[config.mk]
export PLATFORM = sky130hd
export DESIGN_NAME = clock_time_setter_flat
export DESIGN_NICKNAME = d
export VERILOG_FILES = /design/src/rtl/clock_time_setter_if.sv /design/src/rtl/clock_time_setter.sv /design/src/flat_wrapper.sv
export SDC_FILE = /design/constraint.sdc
export NUM_CORES = 1
export LEC_CHECK = 0
export CAP_MARGIN = 0
export CORE_MARGIN = 2
export CORE_UTILIZATION = 45
export DETAILED_ROUTE_END_ITERATION = 8
export GPL_ROUTABILITY_DRIVEN = 0
export HOLD_SLACK_MARGIN = 0.03
export PLACE_DENSITY = 0.68
export SLEW_MARGIN = 5
export SYNTH_ARGS = -nofsm -noshare
export SYNTH_HDL_FRONTEND = slang
export SYNTH_SLANG_ARGS = --single-unit
[constraint.sdc]
create_clock -name clk -period 6.7 [get_ports clk]
set_clock_uncertainty 0.1 [all_clocks]
set_input_delay 2.01 -clock clk [delete_from_list [all_inputs] [get_ports clk]]
set_output_delay 2.01 -clock clk [all_outputs]
set_load 0.01 [all_outputs]
[src/rtl/clock_time_setter_if.sv]
// Keypad key-event bus between the keypad decoder and the time setter.
//   key_valid : one-cycle strobe per decoded key press
//   key_code  : decoded key (0-9 digits, 10..15 = A, B, C, D, *, #)
// master = keypad decoder (drives), slave = clock_time_setter (receives).
interface clock_time_setter_if;
    logic       key_valid;
    logic [3:0] key_code;

    modport master (output key_valid, output key_code);
    modport slave  (input  key_valid, input  key_code);
endinterface

[src/rtl/clock_time_setter.sv]
// Keypad-driven setting controller for the clock time and NUM_ALARMS alarm
// slots. Digits are staged in a 4-nibble buffer, validated against 24-hour
// limits, and committed only when the fourth digit is accepted.
// Ports:
//   clk, rstn      : clock, asynchronous active-low reset
//   key            : keypad event bus (slave side)
//   set_hour/minute: committed time (BCD), time_load pulses on commit
//   alarm_hour/min : packed alarm times, slot k at [8k+7:8k] (BCD)
//   alarm_en       : per-alarm enable, alarm_sel : selected alarm index
//   mode           : 0 idle, 1 edit time, 2 edit alarm
//   digit_idx      : next digit position in edit mode (0 in idle)
//   key_err        : one-cycle pulse when a digit is rejected
module clock_time_setter #(
    parameter int NUM_ALARMS     = 2,
    parameter int TIMEOUT_CYCLES = 50_000_000
) (
    input  logic                    clk,
    input  logic                    rstn,
    clock_time_setter_if.slave      key,
    output logic [7:0]              set_hour,
    output logic [7:0]              set_minute,
    output logic                    time_load,
    output logic [8*NUM_ALARMS-1:0] alarm_hour,
    output logic [8*NUM_ALARMS-1:0] alarm_minute,
    output logic [NUM_ALARMS-1:0]   alarm_en,
    output logic [3:0]              alarm_sel,
    output logic [1:0]              mode,
    output logic [1:0]              digit_idx,
    output logic                    key_err
);
    localparam int             AW            = 8 * NUM_ALARMS;
    localparam int             TW            = $clog2(TIMEOUT_CYCLES);
    localparam logic [TW-1:0]  TMO_LAST      = TW'(TIMEOUT_CYCLES - 1);
    localparam logic [AW-1:0]  ALARM_MIN_RST = AW'(8'h01);
    localparam logic [3:0]     SEL_LAST      = 4'(NUM_ALARMS - 1);

    localparam logic [3:0] KEY_9      = 4'd9;
    localparam logic [3:0] KEY_TIME   = 4'd10;
    localparam logic [3:0] KEY_ALARM  = 4'd11;
    localparam logic [3:0] KEY_NEXT   = 4'd12;
    localparam logic [3:0] KEY_TOGGLE = 4'd13;
    localparam logic [3:0] KEY_CANCEL = 4'd14;

    typedef enum logic [1:0] {
        ST_IDLE  = 2'd0,
        ST_TIME  = 2'd1,
        ST_ALARM = 2'd2
    } state_e;

    state_e          state_q, state_d;
    logic [1:0]      digit_idx_q, digit_idx_d;
    logic [15:0]     buf_q, buf_d;        // d0 at [15:12] ... d3 at [3:0]
    logic [3:0]      target_q, target_d;  // alarm slot latched on edit entry
    logic [TW-1:0]   tmo_q, tmo_d;
    logic [7:0]      set_hour_q, set_hour_d, set_minute_q, set_minute_d;
    logic            time_load_q, time_load_d, key_err_q, key_err_d;
    logic [AW-1:0]   alarm_hour_q, alarm_hour_d, alarm_minute_q, alarm_minute_d;
    logic [NUM_ALARMS-1:0] alarm_en_q, alarm_en_d;
    logic [3:0]      alarm_sel_q, alarm_sel_d;

    logic in_edit_s, is_digit_s, digit_ok_s, accept_s, reject_s, commit_s, abort_s;
    logic idle_key_s;

    // Key decode and 24-hour digit validation for the current position.
    always_comb begin
        is_digit_s = (key.key_code <= KEY_9);
        case (digit_idx_q)
            2'd0: digit_ok_s = (key.key_code <= 4'd2);
            2'd1: begin
                if (buf_q[15:12] == 4'd2) begin
                    digit_ok_s = (key.key_code <= 4'd3);
                end else begin
                    digit_ok_s = (key.key_code <= 4'd9);
                end
            end
            2'd2:    digit_ok_s = (key.key_code <= 4'd5);
            2'd3:    digit_ok_s = (key.key_code <= 4'd9);
            default: digit_ok_s = 1'b0;
        endcase
    end

    assign in_edit_s  = (state_q != ST_IDLE);
    assign idle_key_s = key.key_valid && !in_edit_s;
    assign accept_s   = in_edit_s && key.key_valid && is_digit_s && digit_ok_s;
    assign reject_s   = in_edit_s && key.key_valid && is_digit_s && !digit_ok_s;
    assign commit_s   = accept_s && (digit_idx_q == 2'd3);
    // Cancel and timeout share one abort path; a key in the expiring cycle
    // resets the counter instead of aborting.
    assign abort_s    = in_edit_s &&
                        ((key.key_valid && (key.key_code == KEY_CANCEL)) ||
                         (!key.key_valid && (tmo_q == TMO_LAST)));

    // State register.
    always_ff @(posedge clk or negedge rstn) begin
        if (!rstn) begin
            state_q <= ST_IDLE;
        end else begin
            state_q <= state_d;
        end
    end

    // Next-state logic.
    always_comb begin
        state_d = state_q;
        case (state_q)
            ST_IDLE: begin
                if (idle_key_s && (key.key_code == KEY_TIME)) begin
                    state_d = ST_TIME;
                end else if (idle_key_s && (key.key_code == KEY_ALARM)) begin
                    state_d = ST_ALARM;
                end else begin
                    state_d = ST_IDLE;
                end
            end
            ST_TIME, ST_ALARM: begin
                if (commit_s || abort_s) begin
                    state_d = ST_IDLE;
                end else begin
                    state_d = state_q;
                end
            end
            default: state_d = ST_IDLE;
        endcase
    end

    // Output / datapath next values (registered below).
    always_comb begin
        buf_d          = buf_q;
        target_d       = target_q;
        set_hour_d     = set_hour_q;
        set_minute_d   = set_minute_q;
        alarm_hour_d   = alarm_hour_q;
        alarm_minute_d = alarm_minute_q;
        alarm_en_d     = alarm_en_q;
        alarm_sel_d    = alarm_sel_q;
        time_load_d    = commit_s && (state_q == ST_TIME);
        key_err_d      = reject_s;

        if (state_d == ST_IDLE) begin
            digit_idx_d = 2'd0;
        end else if (accept_s) begin
            digit_idx_d = digit_idx_q + 2'd1;
        end else begin
            digit_idx_d = digit_idx_q;
        end

        if (!in_edit_s || key.key_valid || (state_d == ST_IDLE)) begin
            tmo_d = '0;
        end else begin
            tmo_d = tmo_q + TW'(1);
        end

        // Buffer is discarded whenever the machine is idle.
        if (!in_edit_s) begin
            buf_d = 16'h0000;
        end else if (accept_s) begin
            case (digit_idx_q)
                2'd0:    buf_d[15:12] = key.key_code;
                2'd1:    buf_d[11:8]  = key.key_code;
                2'd2:    buf_d[7:4]   = key.key_code;
                2'd3:    buf_d[3:0]   = key.key_code;
                default: buf_d        = buf_q;
            endcase
        end else begin
            buf_d = buf_q;
        end

        if (idle_key_s && (key.key_code == KEY_ALARM)) begin
            target_d = alarm_sel_q;
        end else begin
            target_d = target_q;
        end

        if (idle_key_s && (key.key_code == KEY_NEXT)) begin
            if (alarm_sel_q >= SEL_LAST) begin
                alarm_sel_d = 4'd0;
            end else begin
                alarm_sel_d = alarm_sel_q + 4'd1;
            end
        end else begin
            alarm_sel_d = alarm_sel_q;
        end

        if (commit_s && (state_q == ST_TIME)) begin
            set_hour_d   = buf_q[15:8];
            set_minute_d = {buf_q[7:4], key.key_code};
        end else begin
            set_hour_d   = set_hour_q;
            set_minute_d = set_minute_q;
        end

        for (int k = 0; k < NUM_ALARMS; k++) begin
            if (commit_s && (state_q == ST_ALARM) && (target_q == 4'(k))) begin
                alarm_hour_d[8*k +: 8]   = buf_q[15:8];
                alarm_minute_d[8*k +: 8] = {buf_q[7:4], key.key_code};
                alarm_en_d[k]            = 1'b1;
            end else if (idle_key_s && (key.key_code == KEY_TOGGLE) &&
                         (alarm_sel_q == 4'(k))) begin
                alarm_en_d[k] = ~alarm_en_q[k];
            end else begin
                alarm_en_d[k] = alarm_en_q[k];
            end
        end
    end

    // Datapath and output registers.
    always_ff @(posedge clk or negedge rstn) begin
        if (!rstn) begin
            digit_idx_q    <= 2'd0;
            buf_q          <= 16'h0000;
            target_q       <= 4'd0;
            tmo_q          <= '0;
            set_hour_q     <= 8'h00;
            set_minute_q   <= 8'h00;
            time_load_q    <= 1'b0;
            key_err_q      <= 1'b0;
            alarm_hour_q   <= '0;
            alarm_minute_q <= ALARM_MIN_RST;
            alarm_en_q     <= '0;
            alarm_sel_q    <= 4'd0;
        end else begin
            digit_idx_q    <= digit_idx_d;
            buf_q          <= buf_d;
            target_q       <= target_d;
            tmo_q          <= tmo_d;
            set_hour_q     <= set_hour_d;
            set_minute_q   <= set_minute_d;
            time_load_q    <= time_load_d;
            key_err_q      <= key_err_d;
            alarm_hour_q   <= alarm_hour_d;
            alarm_minute_q <= alarm_minute_d;
            alarm_en_q     <= alarm_en_d;
            alarm_sel_q    <= alarm_sel_d;
        end
    end

    assign set_hour     = set_hour_q;
    assign set_minute   = set_minute_q;
    assign time_load    = time_load_q;
    assign alarm_hour   = alarm_hour_q;
    assign alarm_minute = alarm_minute_q;
    assign alarm_en     = alarm_en_q;
    assign alarm_sel    = alarm_sel_q;
    assign mode         = state_q;
    assign digit_idx    = digit_idx_q;
    assign key_err      = key_err_q;
endmodule

[src/flat_wrapper.sv]
// flat-port wrapper written by rule: the top's interface ports become plain ports
module clock_time_setter_flat 
#(
    parameter int NUM_ALARMS     = 2,
    parameter int TIMEOUT_CYCLES = 50_000_000
)
  (clk, rstn, set_hour, set_minute, time_load, alarm_hour, alarm_minute, alarm_en, alarm_sel, mode, digit_idx, key_err, key_key_valid, key_key_code);
  clock_time_setter_if key_i ();
  input  logic clk;
  input  logic rstn;
  output logic [7:0] set_hour;
  output logic [7:0] set_minute;
  output logic time_load;
  output logic [8*NUM_ALARMS-1:0] alarm_hour;
  output logic [8*NUM_ALARMS-1:0] alarm_minute;
  output logic [NUM_ALARMS-1:0] alarm_en;
  output logic [3:0] alarm_sel;
  output logic [1:0] mode;
  output logic [1:0] digit_idx;
  output logic key_err;
  input wire logic [$bits(key_i.key_valid)-1:0] key_key_valid;
  input wire logic [$bits(key_i.key_code)-1:0] key_key_code;
  assign key_i.key_valid = key_key_valid;
  assign key_i.key_code = key_key_code;
  clock_time_setter #(.NUM_ALARMS(NUM_ALARMS), .TIMEOUT_CYCLES(TIMEOUT_CYCLES)) u_core (.clk(clk), .rstn(rstn), .key(key_i), .set_hour(set_hour), .set_minute(set_minute), .time_load(time_load), .alarm_hour(alarm_hour), .alarm_minute(alarm_minute), .alarm_en(alarm_en), .alarm_sel(alarm_sel), .mode(mode), .digit_idx(digit_idx), .key_err(key_err));
endmodule
==> summary.txt, run 1 <==
critical path data required time: 6.86 ns
FFs w/ async S/R, synth: 100.0%
clock buffer count from CTS: 9
antenna cells: 0
maxcap violations: 0
Stages on worst setup path: 5
Mapped Nets: 401
syn avg cell area: 12.11 µm²
Initial Util: 46.78%
post_cts resized: 0
pwr dens: 205.5 nW/µm²
DRC errors left: 0
delay of the slowest cell on the worst path: 0.59 ns
cell family with most CP delay: compound AO/OA/AOI/OAI gates
top cells by area, synth: dfrtp_1, mux2_2, ha_1
P_leak: 2.486 nW
Die W: 105.3 µm
dpl ws: 2.063 ns
fin crit period: 4.252 ns
area taken by multi-input logic gates: 1934 µm²
setup ws final: 2.448 ns
Post-CTS Setup Bufs: 0
largest net degree at the start of global routing: 53
CTS tree: yes
commonest non-fill, non-tap cell in the layout: dfrtp_1
via/cell ratio: 5.301
count of final setup violators: 0
Worst IR Drop VDD: 0.1358 mV
CP max FO: 21
core outline area: 9864 µm²
setup repair after global routing missed its margin: false
layout cell share with drive strength beyond 1: 17.04%
Final Hold Fails: 0
non-filler instance count after layout: 585
I/O pin total: 67
Post-CTS Hold Buffers: 0
CTS clock-pin slew for the worst setup and hold paths: 0.11 ns
met1 Use GR: 23.27%
grt ovf: 0
Die H: 105.3 µm
fmax: 235.2 MHz
Sequential Area: 2554 µm²
first-pass GRT wire length: 15200 µm
critical path arrival: 4.42 ns
#FFs+latches synth: 102
Port Buf Inserts: 66
CP Capture Type: register
cells after synthesis: 381
Worst Hold Class: register to register
top_reg_cell synth: dfrtp_1
Buf+Inv Stages, Crit Path: 1
Placed Area: 5376 µm²
final instance area: 5593 µm²
DR pass1 iterations: 4
clk root buf: clkbuf_8
routing usage on met2: 27.79%
busiest grt layer: met2
Setup CP Type: input pin to register
final wirelength: 9000 µm
Hold Path Cell Cnt: 1
DR WL/cell: 15.38 µm
register area share after synthesis: 55.34%
vias in the first global route: 2952
M3 GR Usage: 4.391%
Synth area leader: dfrtp_1
Setup crit start kind: input pin
EDFF count, synth: 0
DPL Wire Length: 6375 µm
Clock Sink Count: 102
synthesis-to-finish area growth: 21.20%
Skew-Pair Late Insertion Delay: 0.37 ns
area share of the largest cell type after synthesis: 54.77%
antenna-violating nets left: 0
status: finished clean
final setup TNS: 0 ns
H-tree levels: 3
final period utilization: 63.46%
Iteration-0 DRC Markers: 109
final-layout fill cell count: 834
synth warn: 0
placed cell count: 569
Mapped Area: 4614 µm²
die area: 11080 µm²
synth unique cells: 47
initial antenna violation count: 0
relative slew slack: 32.46%
Worst-Margin Slew: 1.004 ns
GRT Total Usage: 17.24%
buffer depth of the longest clock path: 2
most frequent cells in the layout: dfrtp_1, clkdlybuf4s50_1, mux2_2
reg2reg path depth: 7
WHS: 0.3876 ns
crit-path cells: clkdlybuf4s50_1, a211o_2, a211oi_4, nand2_1, mux2_2
Rows: 36
vias after detailed routing: 3101
Final nets: 467
power consumption: 1.149 mW
final number of max-transition violations: 0
Crit-path slowest cell: clkdlybuf4s50_1
Layout Utilization: 56.70%
[area by class of cell]
type | count | share of cell area, %
sequential | 102 | 45.66
timing repair buffer | 67 | 11.90
multi-input combinational | 252 | 34.59
inverter | 15 | 1.007
clock buffer | 10 | 2.461
tap | 133 | 2.975
clock inverter | 6 | 1.409
[cell families after synthesis]
family / after synthesis / synth area share, %
adder cells (fa/ha/maj): 13 / 3.525
XOR/XNOR: 27 / 5.125
buffers and inverters: 27 / 2.738
flip-flops: 102 / 55.34
multiplexers: 51 / 12.31
AO/OA/AOI/OAI: 37 / 6.698
AND/OR/NAND/NOR: 124 / 14.26
[where the power goes]
group          switching [mW]  internal [mW]
sequential             0.0155          0.632
combinational          0.0522         0.0397
clock                   0.220          0.190
total                   0.287          0.862
[routing by layer]
layer	vias up	part of all wire, %
li1	1465	-
met1	1561	46
met2	68	49
met3	7	3.5
met4	0	0.86
met5	-	0
[sequential cells by signal, summed over array words and instances, names as in the netlist]
signal / flops
u_core.time_load: 1
u_core.key_err: 1
u_core.target_q: 4
u_core.digit_idx: 2
u_core.set_hour: 8
u_core.alarm_hour: 16
u_core.buf_q: 12
u_core.alarm_en: 2
u_core.alarm_sel: 4
u_core.tmo_q: 26
u_core.alarm_minute: 16
u_core.mode: 2
u_core.set_minute: 8
[synthesized netlist by cell type, drive strengths merged (2+ instances only)]
master	n
dfrtp	101
mux2	46
nor2	38
nand2	18
o21ai	18
nand3	16
xor2	16
inv	15
ha	13
xnor2	11
nand3b	9
nand4	9
buf	7
nor4	7
and3	6
a21oi	5
clkbuf	5
mux2i	5
nand2b	5
nor3	5
and4	3
o211ai	3
a211o	2
or3	2
or4b	2
[final timing paths]
path	from	to	slack (ns)
worst max-delay path	key_key_code[3]	u_core.set_hour[0]	2.45
worst min-delay path	u_core.tmo_q[0]	u_core.tmo_q[0]	0.39
worst max register to register	u_core.mode[0]	u_core.tmo_q[24]	3.58
worst min register to register	u_core.tmo_q[0]	u_core.tmo_q[0]	0.39
max in group asynchronous	rstn	u_core.tmo_q[25]	3.87
min in group asynchronous	rstn	u_core.set_hour[0]	1.54
Note: power is estimated with default switching activity, not from simulation.
==> run 2, diff against run 1 <==
clock period = 4.1 ns   (was 6.7 ns; I/O delays follow)
==> summary.txt, run 2 (synthesized netlist as in run 1, its figures left out) <==
status: finished clean
CTS tree: yes
Worst IR Drop VDD: 0.2684 mV (+98%)
Setup crit start kind: input pin
delay of the slowest cell on the worst path: 0.48 ns (-0.11 ns)
GRT Total Usage: 17.85% (+0.61 points)
Reg power frac: 58.5% (+2.2 points)
core outline area: 9864 µm² (unchanged)
maxcap violations: 0 (unchanged)
Sequential Area: 2554 µm² (unchanged)
Skew-Pair Late Insertion Delay: 0.37 ns (about the same)
antenna cells: 0 (unchanged)
commonest non-fill, non-tap cell in the layout: dfrtp_1
Die W: 105.3 µm (unchanged)
area taken by multi-input logic gates: 1934 µm² (unchanged)
initial antenna violation count: 0 (unchanged)
power share of the combinational group: 8.5% (+0.5 points)
synthesis-to-finish area growth: 22.10%
Worst-Margin Slew: 0.7047 ns (-0.2991 ns)
Layout Utilization: 57.12% (+0.42 points)
Rows: 36 (unchanged)
Iteration-0 DRC Markers: 89 (-18%)
Largest register FFs: 26 (unchanged)
final period utilization: 78.79%
I/O pin total: 67 (unchanged)
pwr dens: 321.1 nW/µm² (+56%)
Post-CTS Hold Buffers: 0 (unchanged)
crit-path cells: clkdlybuf4s50_1, a211o_2, a211oi_4, nand2_1, nor2_4, mux2_2
final wirelength: 9112 µm (+1.2%)
Clock Sink Count: 102 (unchanged)
DR WL/cell: 15.37 µm (-0.12%)
Setup CP Type: input pin to register
most frequent cells in the layout: dfrtp_1, clkdlybuf4s50_1, mux2_2
Initial Util: 46.78% (unchanged)
final-layout fill cell count: 849 (+1.8%)
setup repair after global routing missed its margin: false
DPL Wire Length: 6550 µm (+2.7%)
post_cts resized: 0 (unchanged)
via/cell ratio: 5.192 (-2.0%)
Clock power frac: 33.0% (-2.7 points)
first-pass GRT wire length: 15760 µm (+3.7%)
buffer depth of the longest clock path: 2 (unchanged)
Final nets: 475 (+1.7%)
Final Hold Fails: 0 (unchanged)
die area: 11080 µm² (unchanged)
grt ovf: 0 (unchanged)
CTS clock-pin slew for the worst setup and hold paths: 0.10 ns (about the same)
largest net degree at the start of global routing: 57 (+7.5%)
clk root buf: clkbuf_8
DRC errors left: 0 (unchanged)
P_leak: 2.512 nW (+1.1%)
vias after detailed routing: 3079 (-0.71%)
Die H: 105.3 µm (unchanged)
critical path arrival: 3.39 ns (-1.03 ns)
final number of max-transition violations: 0 (unchanged)
clock buffer count from CTS: 9 (unchanged)
Port Buf Inserts: 66 (unchanged)
H-tree levels: 3 (unchanged)
fin crit period: 3.230 ns
antenna-violating nets left: 0 (unchanged)
layout cell share with drive strength beyond 1: 18.48% (+1.4 points)
CP Capture Type: register
count of final setup violators: 0 (unchanged)
Post-CTS Setup Bufs: 0 (unchanged)
critical path data required time: 4.26 ns (-2.60 ns)
Net Sw Frac: 26.16% (+1.1 points)
DR pass1 iterations: 4 (unchanged)
Switch Pwr: 0.4733 mW (+65%)
Worst Hold Class: register to register
final setup TNS: 0 ns (unchanged)
vias in the first global route: 3245 (+9.9%)
P_int: 1.336 mW (+55%)
WHS: 0.3951 ns (+0.007472 ns)
fmax: 309.6 MHz
relative slew slack: 53.02% (+21 points)
CP max FO: 16 (-24%)
most flop-heavy register: u_core.tmo_q
Crit-path slowest cell: clkdlybuf4s50_1
==> run 2: cell types whose count changed in the layout (fill, tap and decap cells not counted), sizes merged <==
cell	before	now
clkinvlp	0	1
inv	17	20
bufinv	1	0
clkbuf	10	9
clkinv	3	1
buf	2	10
==> run 2: routing by layer <==
layer  wire length, µm  GRT usage, %  vias up  share of wire [%]
met2              4678         30.14       64                 51
met5                 0             0        -                  0
met3               329         3.711       10                3.6
met1              3949         22.38     1522                 43
li1                  -             -     1483                  -
met4               155         7.143        0                1.7
==> run 2: path summary, 6_finish.rpt <==
| path | from | to | slack (ns) | depth (start not counted) |
|---|---|---|---|---|
| min in group asynchronous | rstn | u_core.set_hour[1] | 0.76 | 1 |
| worst min-delay path | u_core.tmo_q[0] | u_core.tmo_q[0] | 0.40 | 1 |
| worst max-delay path | key_key_code[2] | u_core.alarm_minute[1] | 0.87 | 6 |
| max in group asynchronous | rstn | u_core.alarm_minute[0] | 2.39 | 2 |
| worst max register to register | u_core.mode[0] | u_core.tmo_q[6] | 1.19 | 8 |
| worst min register to register | u_core.tmo_q[0] | u_core.tmo_q[0] | 0.40 | 1 |
==> run 2: per-stage QoR <==
stage | setup WS [ns] | instances | power (mW) | area, µm²
2_1_floorplan | 1.050 | 381 | 1.145 | 4614
3_3_place_gp | 0.4883 | 577 | 1.232 | 5449
3_5_place_dp | 0.4349 | 577 | 1.235 | 5449
4_1_cts | 0.8519 | 593 | 1.835 | 5634
6_report | 0.8696 | 593 | 1.809 | 5634
5_1_grt | 0.7494 | 593 | 1.902 | 5634
==> run 2: worst max-delay path, delay by kind of cell <==
family / cells / cell delay [ns]
buf+inv: 1 / 0.48
simple gates: 2 / 0.57
mux: 1 / 0.40
compound gates: 2 / 0.70
==> run 2: cell type report <==
type                            count  share of cell area, %
Clock inverter                      7                  1.088
Tap cell                          133                  2.954
Timing Repair Buffer               75                  13.10
Clock buffer                        9                  2.199
Inverter                           15                 0.9993
Multi-Input combinational cell    252                  34.33
Sequential cell                   102                  45.33
==> run 2: power groups by stage <==
stage	Combinational (mW)	Sequential (mW)	Clock [mW]
after floorplan	0.0631	1.08	0
after global placement	0.155	1.08	0
after detailed placement	0.157	1.08	0
after CTS	0.156	1.06	0.619
after global routing	0.174	1.06	0.665
final	0.154	1.06	0.597
